==> src/rtl/add_result_queue_pkg.sv <==
// Shared constants for the adder result queue: default operand and tag
// widths (mirroring the ALU width header) and the stall counter width.
package add_result_queue_pkg;

    // Adder datapath width; must track the ALU's DATA_WIDTH.
    localparam int DATA_WIDTH    = 32;
    // Width of the tag carried alongside each ALU operation.
    localparam int ALU_TAG_WIDTH = 4;
    // Width of the saturating stall statistics counter.
    localparam int STALL_W       = 16;

    // Occupancy counter width able to hold 0..depth inclusive.
    function automatic int cnt_w(input int depth);
        return $clog2(depth) + 1;
    endfunction

endpackage

==> src/rtl/result_fifo.sv <==
// Generic first-word-fall-through FIFO with push/pop and occupancy count.
// Ports: clock, reset (sync, active-high); push/push_data write side;
//   pop read side; head_valid/head_data show mem[rd_ptr] when non-empty
//   (head_data is 0 when empty); count = stored entries (0..DEPTH).
// A push while full is accepted only if a pop happens in the same cycle.
module result_fifo
    import add_result_queue_pkg::*;
#(
    parameter int WIDTH = 36,
    parameter int DEPTH = 4,
    localparam int AW   = $clog2(DEPTH),
    localparam int CW   = cnt_w(DEPTH)
) (
    input  logic             clock,
    input  logic             reset,
    input  logic             push,
    input  logic [WIDTH-1:0] push_data,
    input  logic             pop,
    output logic             head_valid,
    output logic [WIDTH-1:0] head_data,
    output logic [CW-1:0]    count
);

    localparam logic [CW-1:0] FULL = CW'(DEPTH);

    logic [WIDTH-1:0] mem [DEPTH];
    logic [AW-1:0]    wr_ptr;
    logic [AW-1:0]    rd_ptr;
    logic             do_push;
    logic             do_pop;

    assign head_valid = (count != '0);
    assign do_pop     = pop && head_valid;
    // When full the write slot equals the head slot, which is only safe
    // to overwrite because the head leaves in this same cycle.
    assign do_push    = push && ((count != FULL) || do_pop);
    assign head_data  = head_valid ? mem[rd_ptr] : '0;

    always_ff @(posedge clock) begin
        if (do_push) begin
            mem[wr_ptr] <= push_data;
        end
    end

    // Pointers are exactly log2(DEPTH) bits so increments wrap on their own.
    always_ff @(posedge clock) begin
        if (reset) begin
            wr_ptr <= '0;
            rd_ptr <= '0;
            count  <= '0;
        end else begin
            if (do_push) begin
                wr_ptr <= wr_ptr + 1'b1;
            end
            if (do_pop) begin
                rd_ptr <= rd_ptr + 1'b1;
            end
            unique case ({do_push, do_pop})
                2'b10:   count <= count + 1'b1;
                2'b01:   count <= count - 1'b1;
                default: count <= count;
            endcase
        end
    end

endmodule

==> src/rtl/add_result_queue.sv <==
// Result queue downstream of the adder: captures each result one cycle
// after its enable, tags it, buffers it in order and hands it to the
// consumer over valid/ready. issue_ok is a credit signal for upstream.
// Ports: clock, reset (sync, active-high); add_enable/add_tag issue side;
//   add_result (valid the cycle after add_enable); issue_ok credit out;
//   out_valid/out_ready/out_data/out_tag consumer side; count (stored
//   entries, excluding the in-flight op); overflow (sticky violation).
// Optional macro ADD_RESULT_QUEUE_STATS_EN adds stat_stall (saturating
//   stalled-head cycles) and stat_peak (highest count since reset).
module add_result_queue
    import add_result_queue_pkg::*;
#(
    parameter int DATA_W = DATA_WIDTH,
    parameter int TAG_W  = ALU_TAG_WIDTH,
    parameter int DEPTH  = 4,
    localparam int CW    = cnt_w(DEPTH)
) (
    input  logic              clock,
    input  logic              reset,
    input  logic              add_enable,
    input  logic [TAG_W-1:0]  add_tag,
    input  logic [DATA_W-1:0] add_result,
    output logic              issue_ok,
    output logic              out_valid,
    input  logic              out_ready,
    output logic [DATA_W-1:0] out_data,
    output logic [TAG_W-1:0]  out_tag,
    output logic [CW-1:0]     count,
    output logic              overflow
`ifdef ADD_RESULT_QUEUE_STATS_EN
    ,
    output logic [STALL_W-1:0] stat_stall,
    output logic [CW-1:0]      stat_peak
`endif
);

    localparam int EW = DATA_W + TAG_W;

    logic             pend_q;
    logic [TAG_W-1:0] tag_q;
    logic [EW-1:0]    head;
    logic [CW:0]      used;

    // Enable in cycle N: the result arrives in N+1 and is pushed then.
    always_ff @(posedge clock) begin
        if (reset) begin
            pend_q <= 1'b0;
            tag_q  <= '0;
        end else begin
            pend_q <= add_enable;
            tag_q  <= add_tag;
        end
    end

    result_fifo #(
        .WIDTH (EW),
        .DEPTH (DEPTH)
    ) u_fifo (
        .clock      (clock),
        .reset      (reset),
        .push       (pend_q),
        .push_data  ({add_result, tag_q}),
        .pop        (out_ready),
        .head_valid (out_valid),
        .head_data  (head),
        .count      (count)
    );

    assign out_data = head[EW-1:TAG_W];
    assign out_tag  = head[TAG_W-1:0];

    // The in-flight op already owns a slot, so it counts against credit.
    // Only registered state feeds this, never out_ready or add_enable.
    assign used     = {1'b0, count} + (CW+1)'(pend_q);
    assign issue_ok = (used < (CW+1)'(DEPTH));

    always_ff @(posedge clock) begin
        if (reset) begin
            overflow <= 1'b0;
        end else if (add_enable && !issue_ok) begin
            overflow <= 1'b1;
        end
    end

`ifdef ADD_RESULT_QUEUE_STATS_EN
    always_ff @(posedge clock) begin
        if (reset) begin
            stat_stall <= '0;
            stat_peak  <= '0;
        end else begin
            if (out_valid && !out_ready && (stat_stall != '1)) begin
                stat_stall <= stat_stall + 1'b1;
            end
            if (count > stat_peak) begin
                stat_peak <= count;
            end
        end
    end
`endif

endmodule

==> config.mk <==
export PLATFORM = sky130hd
export DESIGN_NAME = add_result_queue
export DESIGN_NICKNAME = d
export VERILOG_FILES = /design/src/rtl/add_result_queue_pkg.sv /design/src/rtl/result_fifo.sv /design/src/rtl/add_result_queue.sv
export SDC_FILE = /design/constraint.sdc
export NUM_CORES = 1
export LEC_CHECK = 0
export CORE_MARGIN = 3
export CORE_UTILIZATION = 50
export CTS_CLUSTER_SIZE = 14
export DETAILED_ROUTE_END_ITERATION = 8
export PLACE_DENSITY_LB_ADDON = 0.12
export SLEW_MARGIN = 30
export SYNTH_ARGS = -nofsm -noshare
export SYNTH_HDL_FRONTEND = slang
export SYNTH_SLANG_ARGS = --single-unit
==> constraint.sdc <==
create_clock -name clock -period 3.1 [get_ports clock]
set_clock_uncertainty 0.2 [all_clocks]
set_input_delay 0.62 -clock clock [delete_from_list [all_inputs] [get_ports clock]]
set_output_delay 0.62 -clock clock [all_outputs]
set_load 0.01 [all_outputs]
==> results of run 1 <==
metrics by stage:
stage	total power, mW	cells
floorplan	3.56	298
global placement	4.43	515
detailed placement	4.45	516
CTS	6.19	548
global route	6.49	550
finish	6.18	550
logic make-up after synthesis:
| group | count (synthesis) | share of synthesized area |
|---|---|---|
| AO/OA/AOI/OAI | 10 | 0.00984 |
| XOR/XNOR | 3 | 0.00430 |
| adder cells (fa/ha/maj) | 6 | 0.0135 |
| buffers and inverters | 23 | 0.0203 |
| flip-flops | 159 | 0.757 |
| multiplexers | 38 | 0.137 |
| AND/OR/NAND/NOR | 59 | 0.0578 |
cells in the mapped netlist, drive strengths merged, types with 2 or more instances:
cell type / number
a21oi: 5
and2: 4
buf: 10
clkbuf: 4
dfxtp: 15
edfxtp: 144
ha: 5
inv: 9
mux4: 36
nand2b: 2
nor2: 7
nor2b: 41
o21ai: 2
or3: 2
xor2: 3
per-layer routing:
metal | GRT usage | share of wire | vias up
met5 | 0 | 0 | -
met4 | 0.0557 | 0.0084 | 0
met3 | 0.0606 | 0.046 | 8
met2 | 0.278 | 0.50 | 66
met1 | 0.224 | 0.45 | 1533
li1 | - | - | 1371
timing repair:
action                                 4_1_cts  5_1_grt
gates resized for setup                     12        1
buffers inserted                             0        0
cloned                                       0        2
setup endpoints to repair                   12       18
endpoints found under the hold margin        0        0
registers in the layout, indices dropped and copies added (netlist names), named ones only:
register / cells
tag_q: 4
overflow: 1
u_fifo.count: 3
u_fifo.wr_ptr: 2
u_fifo.mem: 144
pend_q: 1
u_fifo.rd_ptr: 2
report_power, final:
group	switching [mW]	internal, mW	leakage (nW)	total [mW]
Clock	0.732	1.06	0.252	1.79
Combinational	0.834	1.03	0.834	1.87
Sequential	0.0825	2.44	1.43	2.52
Total	1.65	4.53	2.52	6.18
how the worst max path moves through the flow:
stage / startpoint / endpoint
after floorplan: out_ready / u_fifo.count[2]
after global placement: out_ready / u_fifo.count[2]
after detailed placement: out_ready / u_fifo.count[2]
after CTS: register / out_data[9]
after global routing: register / out_tag[0]
final: register / out_data[2]
worst max-delay path: cells and delay by family (launching register included):
family                 cells  cell delay, ns
flip-flops                 1            0.41
buffers and inverters      2            0.71
multiplexers               1            0.50
AND/OR/NAND/NOR            1            0.14
area by class of cell:
type	count	area [um2]
Sequential cell	159	4630
Fill cell	813	3990
Multi-Input combinational cell	116	1370
Timing Repair Buffer	91	943
Clock buffer	25	475
Tap cell	143	179
Clock inverter	7	40.0
Inverter	9	33.8
==> metrics.csv, run 1 <==
stage;metric;value;unit
synth;synthDistinctLibCells;28;
worst_hold_path;hp-start;tag_q[0];
clock_tree;htree_levels;4;
drt;dr_total_vias;2978;
setup_path;start_kind;register;
sta;slew_headroom;0.619;
sta;fin_ws;0.108;ns
synth;synth_fp_nets;344;
synth;synth-edff-count;144;
floorplan;dieArea;13600;um2
clock_tree;cts-root-buf;clkbuf_16;
final_layout;mostFrequentLayoutCell;edfxtp_1;
worst_hold_path;hold_end;u_fifo.mem[0][0];
synth;synth_area_leaders;edfxtp_1, mux4_2, dfxtp_1;
drt;final_antenna_net_count;0;
drt;drt_first_iter_violations;164;
outcome;status;complete, no violations;
sta;finalHoldViolCount;0;
clock_tree;cts_tree;done;
setup_path;cpMaxStageDelayCell;mux4_2;
floorplan;initial_utilization;0.524;
global_route;grt_pass1_wl;16800;um
synth;synthesis.area;6110;um2
sta;setup_viol;0;
synth;ys_warn_count;0;
synth;synth.largest_area_cell;edfxtp_1;
drt;routed_wl;11000;um
final_layout;final_cell_area;7670;um2
clock_tree;clk_pin_slew;0.06;ns
setup_path;critPathKind;register to output pin;
placed_design;place.gp.congestion;0.715;
placed_design;pre_cts_slack;0.139;ns
synth;synth-async-reset-ratio;0;
sta;tightest_slew;0.572;ns
setup_path;path_max_fanout;15;
setup_path;worstPathArrival;2.17;ns
power;power_density;805;nW/um2
synth;synth_top_area_frac;0.708;
drt;wl_per_cell;20.0;um
sta;clock.fmax;0.334;GHz
setup_path;path_cells;clkbuf_16, mux4_2, nor2b_1, clkdlybuf4s50_1;
sta;tns;0;ns
setup_path;slowest_delay;0.50;ns
drt;drcViolationCount;0;
sta;min_period;2.99;ns
power;vdd_drop_max;0.522;mV
power;leakagePower;2.52;nW
clock_tree;cts.path.max_buffers;2;
clock_tree;holdBufCountCts;0;
clock_tree;numCtsBuffers;17;
floorplan;die_w;117;um
setup_path;reg2reg_slack;0.59;ns
final_layout;finalCoreUtilization;0.658;
global_route;grt_overflow;0;
sta;period_share;0.965;
floorplan;die_h;117;um
drt;viasPerCell;5.41;
setup_path;regToRegStartpoint;u_fifo.count[2];
worst_hold_path;min_path_cells;0;
sta;slew_viol_final;0;
final_layout;drive_above_1_share;0.197;
floorplan;num_rows;39;
synth;synth-seq-cells;159;
final_layout;layout_common_cells;edfxtp_1, clkdlybuf4s50_1, nor2b_1, mux4_2, clkbuf_16;
drt;firstDrtPassIters;5;
final_layout;syn_to_final_growth;25.7;%
run;max_cap_violations;0;
global_route;antenna_found_initial;0;
synth;synth.avg_cell_area;20.5;um2
floorplan;core_area;11700;um2
placed_design;dp_hpwl;6460;um
floorplan;io_pins;82;
setup_path;r2r-end;u_fifo.count[2];
final_layout;num_antenna_cells;0;
global_route;grt_usage;0.173;
worst_hold_path;hold_class;register to register;
placed_design;port_buffers;81;
global_route;first_global_vias;3103;
sta;holdWs;0.278;ns
setup_path;required;2.28;ns
sta;rsz0062_at_grt;false;
placed_design;place_area;7120;um2
synth;synthFlopType;edfxtp_1;
clock_tree;clock_latency;0.40;ns
setup_path;endpoint_kind;output pin;
global_route;grt_max_degree;40;
clock_tree;clkSinkCount;159;
synth;synth_cells;298;
synth;synth.yosys.seq_area_share;0.757;
final_layout;nNetsFinal;440;
setup_path;rr_worst_depth;9;
Note: power is estimated with default switching activity, not from simulation.
==> run 2: changes to the inputs <==
--- a/config.mk
+++ b/config.mk
@@ -9,8 +9,10 @@
 export CORE_UTILIZATION = 50
 export CTS_CLUSTER_SIZE = 14
 export DETAILED_ROUTE_END_ITERATION = 8
+export MAX_ROUTING_LAYER = met4
 export PLACE_DENSITY_LB_ADDON = 0.12
 export SLEW_MARGIN = 30
 export SYNTH_ARGS = -nofsm -noshare
 export SYNTH_HDL_FRONTEND = slang
+export SYNTH_HIERARCHICAL = 1
 export SYNTH_SLANG_ARGS = --single-unit
==> run 2 against run 1 <==
Against the previous run:
- global-route usage is 0.20 points lower
- clock power is 20% higher
- final area is 3.2% higher
- combinational power is 20% lower
- critical path type unchanged
- critical endpoint is now out_data[31]
- largest cell class unchanged
==> metrics.csv, run 2 <==
stage;metric;value;unit;change
floorplan;io_pins;82;;unchanged
drt;dr_total_vias;3080;;+3.4%
sta;slew_viol_final;0;;unchanged
setup_path;start_kind;register;;
sta;setup_viol;0;;unchanged
drt;routed_wl;11100;um;+0.63%
setup_path;crit_family;buffers and inverters;;
power;leakagePower;2.59;nW;+2.8%
run;max_cap_violations;0;;unchanged
sta;slew_headroom;0.615;;-0.00329
synth;post-synth-top-count-cell;edfxtp_1;;
setup_path;cpMaxStageDelayCell;mux4_1;;
power;total_power;6.09;mW;-1.4%
setup_path;path_cells;buf_12, mux4_1, and2_1, clkdlybuf4s50_1;;
clock_tree;cts-root-buf;clkbuf_16;;
placed_design;dp_hpwl;6490;um;+0.56%
synth;synthFlopType;edfxtp_1;;
clock_tree;post_cts_buffers;0;;unchanged
setup_path;slowest_delay;0.57;ns;+0.07 ns
drt;wl_per_cell;18.9;um;-5.4%
drt;firstDrtPassIters;4;;-1
synth;synthDistinctLibCells;36;;+29%
outcome;status;complete, no violations;;
drt;drt_first_iter_violations;173;;+5.5%
global_route;grt_pass1_wl;17600;um;+4.7%
synth;synth-edff-count;144;;unchanged
sta;period_share;0.977;;+0.0114
setup_path;endpoint_kind;output pin;;
final_layout;nNetsFinal;449;;+2.0%
clock_tree;numCtsBuffers;17;;unchanged
clock_tree;clock_latency;0.41;ns;about the same
setup_path;critPathKind;register to output pin;;
setup_path;path_buf_inv;2;;unchanged
final_layout;syn_to_final_growth;26.5;%;
floorplan;num_rows;40;;+2.6%
synth;synth_cells;307;;+3.0%
floorplan;core_area;12100;um2;+3.9%
clock_tree;cts.path.max_buffers;2;;unchanged
worst_hold_path;hold_class;register to register;;
synth;synth_top_area_frac;0.691;;-0.0170
clock_tree;htree_levels;4;;unchanged
synth;synth_area_leaders;edfxtp_1, mux4_2, dfxtp_1;;
synth;synth_commonest_cells;edfxtp_1, and2_1, mux4_2;;
placed_design;place.gp.congestion;0.749;;+4.8%
floorplan;die_w;118;um;+1.2%
clock_tree;clk_pin_slew;0.06;ns;about the same
final_layout;top_register;u_fifo/mem;;
global_route;antenna_found_initial;0;;unchanged
sta;tns;0;ns;unchanged
setup_path;required;2.28;ns;about the same
final_layout;num_antenna_cells;0;;unchanged
clock_tree;clkSinkCount;159;;unchanged
synth;synth.avg_cell_area;20.4;um2;-0.54%
drt;viasPerCell;5.26;;-2.8%
setup_path;worstPathArrival;2.21;ns;+0.04 ns
synth;synth.yosys.seq_area_share;0.739;;-0.0182
synth;synth.largest_area_cell;edfxtp_1;;
synth;synthesis.area;6260;um2;+2.5%
global_route;grt_overflow;0;;unchanged
sta;tightest_slew;0.575;ns;+0.00314 ns
floorplan;initial_utilization;0.517;;-0.00702
final_layout;drive_above_1_share;0.206;;+0.00967
synth;synth-async-reset-ratio;0;;unchanged
power;vdd_drop_max;0.490;mV;-6.2%
sta;min_period;3.03;ns;+0.0353 ns
final_layout;layout_common_cells;edfxtp_1, clkdlybuf4s50_1, and2_1, mux4_2, clkbuf_16;;
sta;finalHoldViolCount;0;;unchanged
placed_design;port_buffers;81;;unchanged
drt;final_antenna_net_count;0;;unchanged
global_route;grt_max_degree;39;;-2.5%
floorplan;dieArea;13900;um2;+2.3%
final_layout;finalCoreUtilization;0.654;;-0.00436
drt;drcViolationCount;0;;unchanged
final_layout;largest_registers;u_fifo/mem (144), tag_q (4), u_fifo/count (3);;
final_layout;largest_reg_flops;144;;unchanged
final_layout;mostFrequentLayoutCell;edfxtp_1;;
clock_tree;cts_tree;done;;
power;power_density;769;nW/um2;-4.4%
global_route;grt_usage;0.171;;-0.00200
global_route;first_global_vias;3251;;+4.8%
sta;clock.fmax;0.330;GHz;-1.2%
setup_path;path_max_fanout;13;;-2
floorplan;die_h;118;um;+1.2%
synth;ys_warn_count;6;;+6
synth;synth-seq-cells;159;;unchanged
synth;synth_fp_nets;352;;+2.3%
[run 2: final timing paths]
| kind | start | end | slack, ns | cells past startpoint |
|---|---|---|---|---|
| max | register | out_data[31] | 0.07 | 4 |
| min | tag_q[3] | u_fifo/mem[1][3] | 0.28 | 0 |
| max reg2reg | u_fifo/count[0] | u_fifo/mem[0][26] | 0.88 | 4 |
| min reg2reg | tag_q[3] | u_fifo/mem[1][3] | 0.28 | 0 |
[run 2: logic make-up (layout without fill, tap and decap cells)]
kind of cell               count (synthesis)  count (layout)  share of synthesized area
DFF                                      159             159                      0.739
and+or+nand+nor                           66              66                     0.0646
muxes                                     39              39                      0.138
buffers and inverters                     22             132                     0.0284
AOI/OAI and AO/OA                         13              13                     0.0140
adders and majority gates                  5               5                     0.0112
xor gates and xnor gates                   3               3                    0.00420
[run 2: power breakdown]
part	internal [mW]	switching, mW	leakage [nW]
combinational	0.835	0.657	0.854
sequential	2.42	0.0343	1.43
clock	1.39	0.757	0.303
total	4.64	1.45	2.59
[run 2: final cells by class]
type	instances	area, um2
flip-flops and latches	159	4630
fillers	860	4200
multi-input cells	126	1460
repair buffers	95	975
clock buffers	21	460
well taps	168	210
clock inverters	11	164
inverters	5	18.8
[run 2: metrics by stage]
stage	hold slack, ns	cell area, um2	worst slack [ns]	instances
2_1_floorplan	0.238	6260	0.624	307
3_3_place_gp	0.256	7260	0.331	552
3_5_place_dp	0.263	7260	0.337	552
4_1_cts	0.280	7890	0.00603	584
5_1_grt	0.281	7920	-0.00250	585
6_report	0.275	7920	0.0725	585
[run 2: what timing repair did]
| item | CTS | global route |
|---|---|---|
| resized for setup | 0 | 3 |
| endpoints found under the setup margin | 0 | 9 |
| hold endpoints to repair | 0 | 0 |
| hold buffers | 0 | 0 |
[run 2: routing by layer]
metal	vias up	wire (um)	track usage
li1	1410	-	-
met1	1574	4750	0.214
met2	89	5690	0.277
met3	7	528	0.0505
met4	0	88	0.0440
met5	-	0	-
==> run 3: changes to the inputs <==
--- a/config.mk
+++ b/config.mk
@@ -5,12 +5,14 @@
 export SDC_FILE = /design/constraint.sdc
 export NUM_CORES = 1
 export LEC_CHECK = 0
-export CORE_MARGIN = 3
+export CORE_MARGIN = 2
 export CORE_UTILIZATION = 50
 export CTS_CLUSTER_SIZE = 14
 export DETAILED_ROUTE_END_ITERATION = 8
+export GPL_TIMING_DRIVEN = 1
 export MAX_ROUTING_LAYER = met4
 export PLACE_DENSITY_LB_ADDON = 0.12
+export REMOVE_ABC_BUFFERS = 1
 export SLEW_MARGIN = 30
 export SYNTH_ARGS = -nofsm -noshare
 export SYNTH_HDL_FRONTEND = slang
==> run 3 against run 2 <==
Against the previous run:
- fmax rose by 0.52%
- critical path type unchanged
- largest cell class unchanged
- critical path depth unchanged
- clock-buffer cell count fell by 2
- clock power shrank 5%
- sequential cell count is the same
- global-route usage grew 0.95 points
- first-iteration DRC count is 22% lower
==> metrics.csv, run 3 (synthesis results as in run 2) <==
stage;metric;value;unit;change
setup_path;required;2.28;ns;about the same
clock_tree;cts.path.max_buffers;2;;unchanged
floorplan;core_area;12100;um2;unchanged
setup_path;start_kind;register;;
power;combPwrFrac;0.251;;+0.006
power;leakagePower;2.61;nW;+0.70%
global_route;grt_pass1_wl;16600;um;-6.2%
drt;drt_first_iter_violations;135;;-22%
global_route;grt_overflow;0;;unchanged
floorplan;die_w;116;um;-1.7%
drt;routed_wl;10900;um;-1.4%
sta;tightest_slew;0.593;ns;+0.0184 ns
power;internal-power;4.55;mW;-2.0%
outcome;status;complete, no violations;;
power;power_density;758;nW/um2;-1.5%
setup_path;endpoint_kind;output pin;;
sta;finalHoldViolCount;0;;unchanged
sta;slew_headroom;0.603;;-0.0123
placed_design;port_buffers;81;;unchanged
sta;slew_viol_final;0;;unchanged
final_layout;multi_input_area;1470;um2;+0.51%
final_layout;layout_common_cells;edfxtp_1, clkdlybuf4s50_1, and2_1, mux4_2, clkbuf_16;;
final_layout;mostFrequentLayoutCell;edfxtp_1;;
sta;period_share;0.972;;-0.00504
sta;tns;0;ns;unchanged
final_layout;n_fill_cell;882;;+2.6%
setup_path;cpMaxStageDelayCell;mux4_2;;
placed_design;place_area;7240;um2;-0.28%
setup_path;path_max_fanout;13;;unchanged
setup_path;worstPathArrival;2.19;ns;-0.02 ns
final_layout;num_antenna_cells;0;;unchanged
clock_tree;numCtsBuffers;17;;unchanged
final_layout;top_register;u_fifo/mem;;
drt;drcViolationCount;0;;unchanged
clock_tree;htree_levels;4;;unchanged
final_layout;nNetsFinal;451;;+0.45%
power;vdd_drop_max;0.407;mV;-17%
clock_tree;cts-root-buf;clkbuf_16;;
run;max_cap_violations;0;;unchanged
final_layout;syn_to_final_growth;26.5;%;about the same
sta;setup_viol;0;;unchanged
floorplan;die_h;116;um;-1.7%
drt;viasPerCell;5.27;;+0.11%
drt;firstDrtPassIters;4;;unchanged
clock_tree;clock_latency;0.41;ns;about the same
setup_path;slowest_delay;0.51;ns;-0.06 ns
drt;final_antenna_net_count;0;;unchanged
global_route;grt_usage;0.181;;+0.00953
floorplan;io_pins;82;;unchanged
final_layout;seq_area;4630;um2;unchanged
global_route;antenna_found_initial;0;;unchanged
sta;rsz0062_at_grt;false;;
setup_path;critPathKind;register to output pin;;
drt;wl_per_cell;18.6;um;-1.8%
power;swShare;0.241;;+0.00340
placed_design;dp_hpwl;6330;um;-2.5%
worst_hold_path;hold_class;register to register;;
floorplan;initial_utilization;0.517;;unchanged
floorplan;dieArea;13400;um2;-3.4%
global_route;first_global_vias;3154;;-3.0%
placed_design;place.gp.congestion;0.805;;+7.5%
global_route;grt_max_degree;37;;-5.1%
final_layout;final_cell_area;7920;um2;about the same
final_layout;finalCoreUtilization;0.654;;about the same
clock_tree;clkSinkCount;159;;unchanged
final_layout;drive_above_1_share;0.212;;+0.00618
final_layout;largest_registers;u_fifo/mem (144), tag_q (4), u_fifo/count (3);;
clock_tree;holdBufCountCts;0;;unchanged
final_layout;largest_reg_flops;144;;unchanged
power;total_power;6.00;mW;-1.5%
sta;fin_ws;0.0881;ns;+0.0156 ns
sta;min_period;3.01;ns;-0.0156 ns
power;p_seq_frac;0.411;;+0.008
sta;clock.fmax;0.332;GHz;+0.52%
power;switchingPower;1.45;mW;-0.12%
power;power_frac_clock;0.338;;-0.014
clock_tree;cts_tree;done;;
setup_path;path_cells;clkbuf_16, mux4_2, and2_1, clkdlybuf4s50_1;;
clock_tree;clk_pin_slew;0.06;ns;about the same
floorplan;num_rows;40;;unchanged
placed_design;pre_cts_slack;0.342;ns;+0.00571 ns
drt;dr_total_vias;3094;;+0.45%
run 3: repair_timing:
action                     4_1_cts  5_1_grt
gates resized for setup          5        2
setup endpoints to repair        7       26
cloned                           0        2
setup buffers                    0        2
run 3: metrics by stage:
step                      instances  hold WS, ns
after floorplan                 290        0.238
after global routing            587        0.284
final                           587        0.280
after CTS                       583        0.277
after detailed placement        551        0.264
after global placement          551        0.248
run 3: metal layers:
| layer | global-route usage | share of wire |
|---|---|---|
| met5 | - | 0 |
| met4 | 0.0921 | 0.022 |
| met3 | 0.0481 | 0.048 |
| met2 | 0.282 | 0.51 |
| met1 | 0.218 | 0.42 |
run 3: final timing paths:
path,startpoint,endpoint,slack [ns],depth (start not counted)
worst max register to register,u_fifo/count[2],u_fifo/count[2],0.95,7
worst min register to register,tag_q[3],u_fifo/mem[1][3],0.28,0
worst max-delay path,register,out_data[27],0.09,4
worst min-delay path,tag_q[3],u_fifo/mem[1][3],0.28,0
run 3: worst max-delay path, delay by kind of cell (launching register included):
family                 cells  cell delay [ns]
AND/OR/NAND/NOR            1             0.17
multiplexers               1             0.51
flip-flops                 1             0.41
buffers and inverters      2             0.69
run 3: layout make-up:
| class | instances | share of cell area |
|---|---|---|
| clock buffers | 19 | 0.0560 |
| clock inverters | 13 | 0.0183 |
| inverters | 5 | 0.00237 |
| multi-input cells | 126 | 0.185 |
| flip-flops and latches | 159 | 0.585 |
| well taps | 168 | 0.0266 |
| repair buffers | 97 | 0.127 |
run 3: power by group through the flow:
stage | logic, mW | registers, mW | clock network [mW]
final | 1.50 | 2.47 | 2.03
after global routing | 1.62 | 2.48 | 2.15
after detailed placement | 1.50 | 2.51 | 0
after floorplan | 0.626 | 2.57 | 0
after global placement | 1.49 | 2.50 | 0
after CTS | 1.49 | 2.46 | 2.07
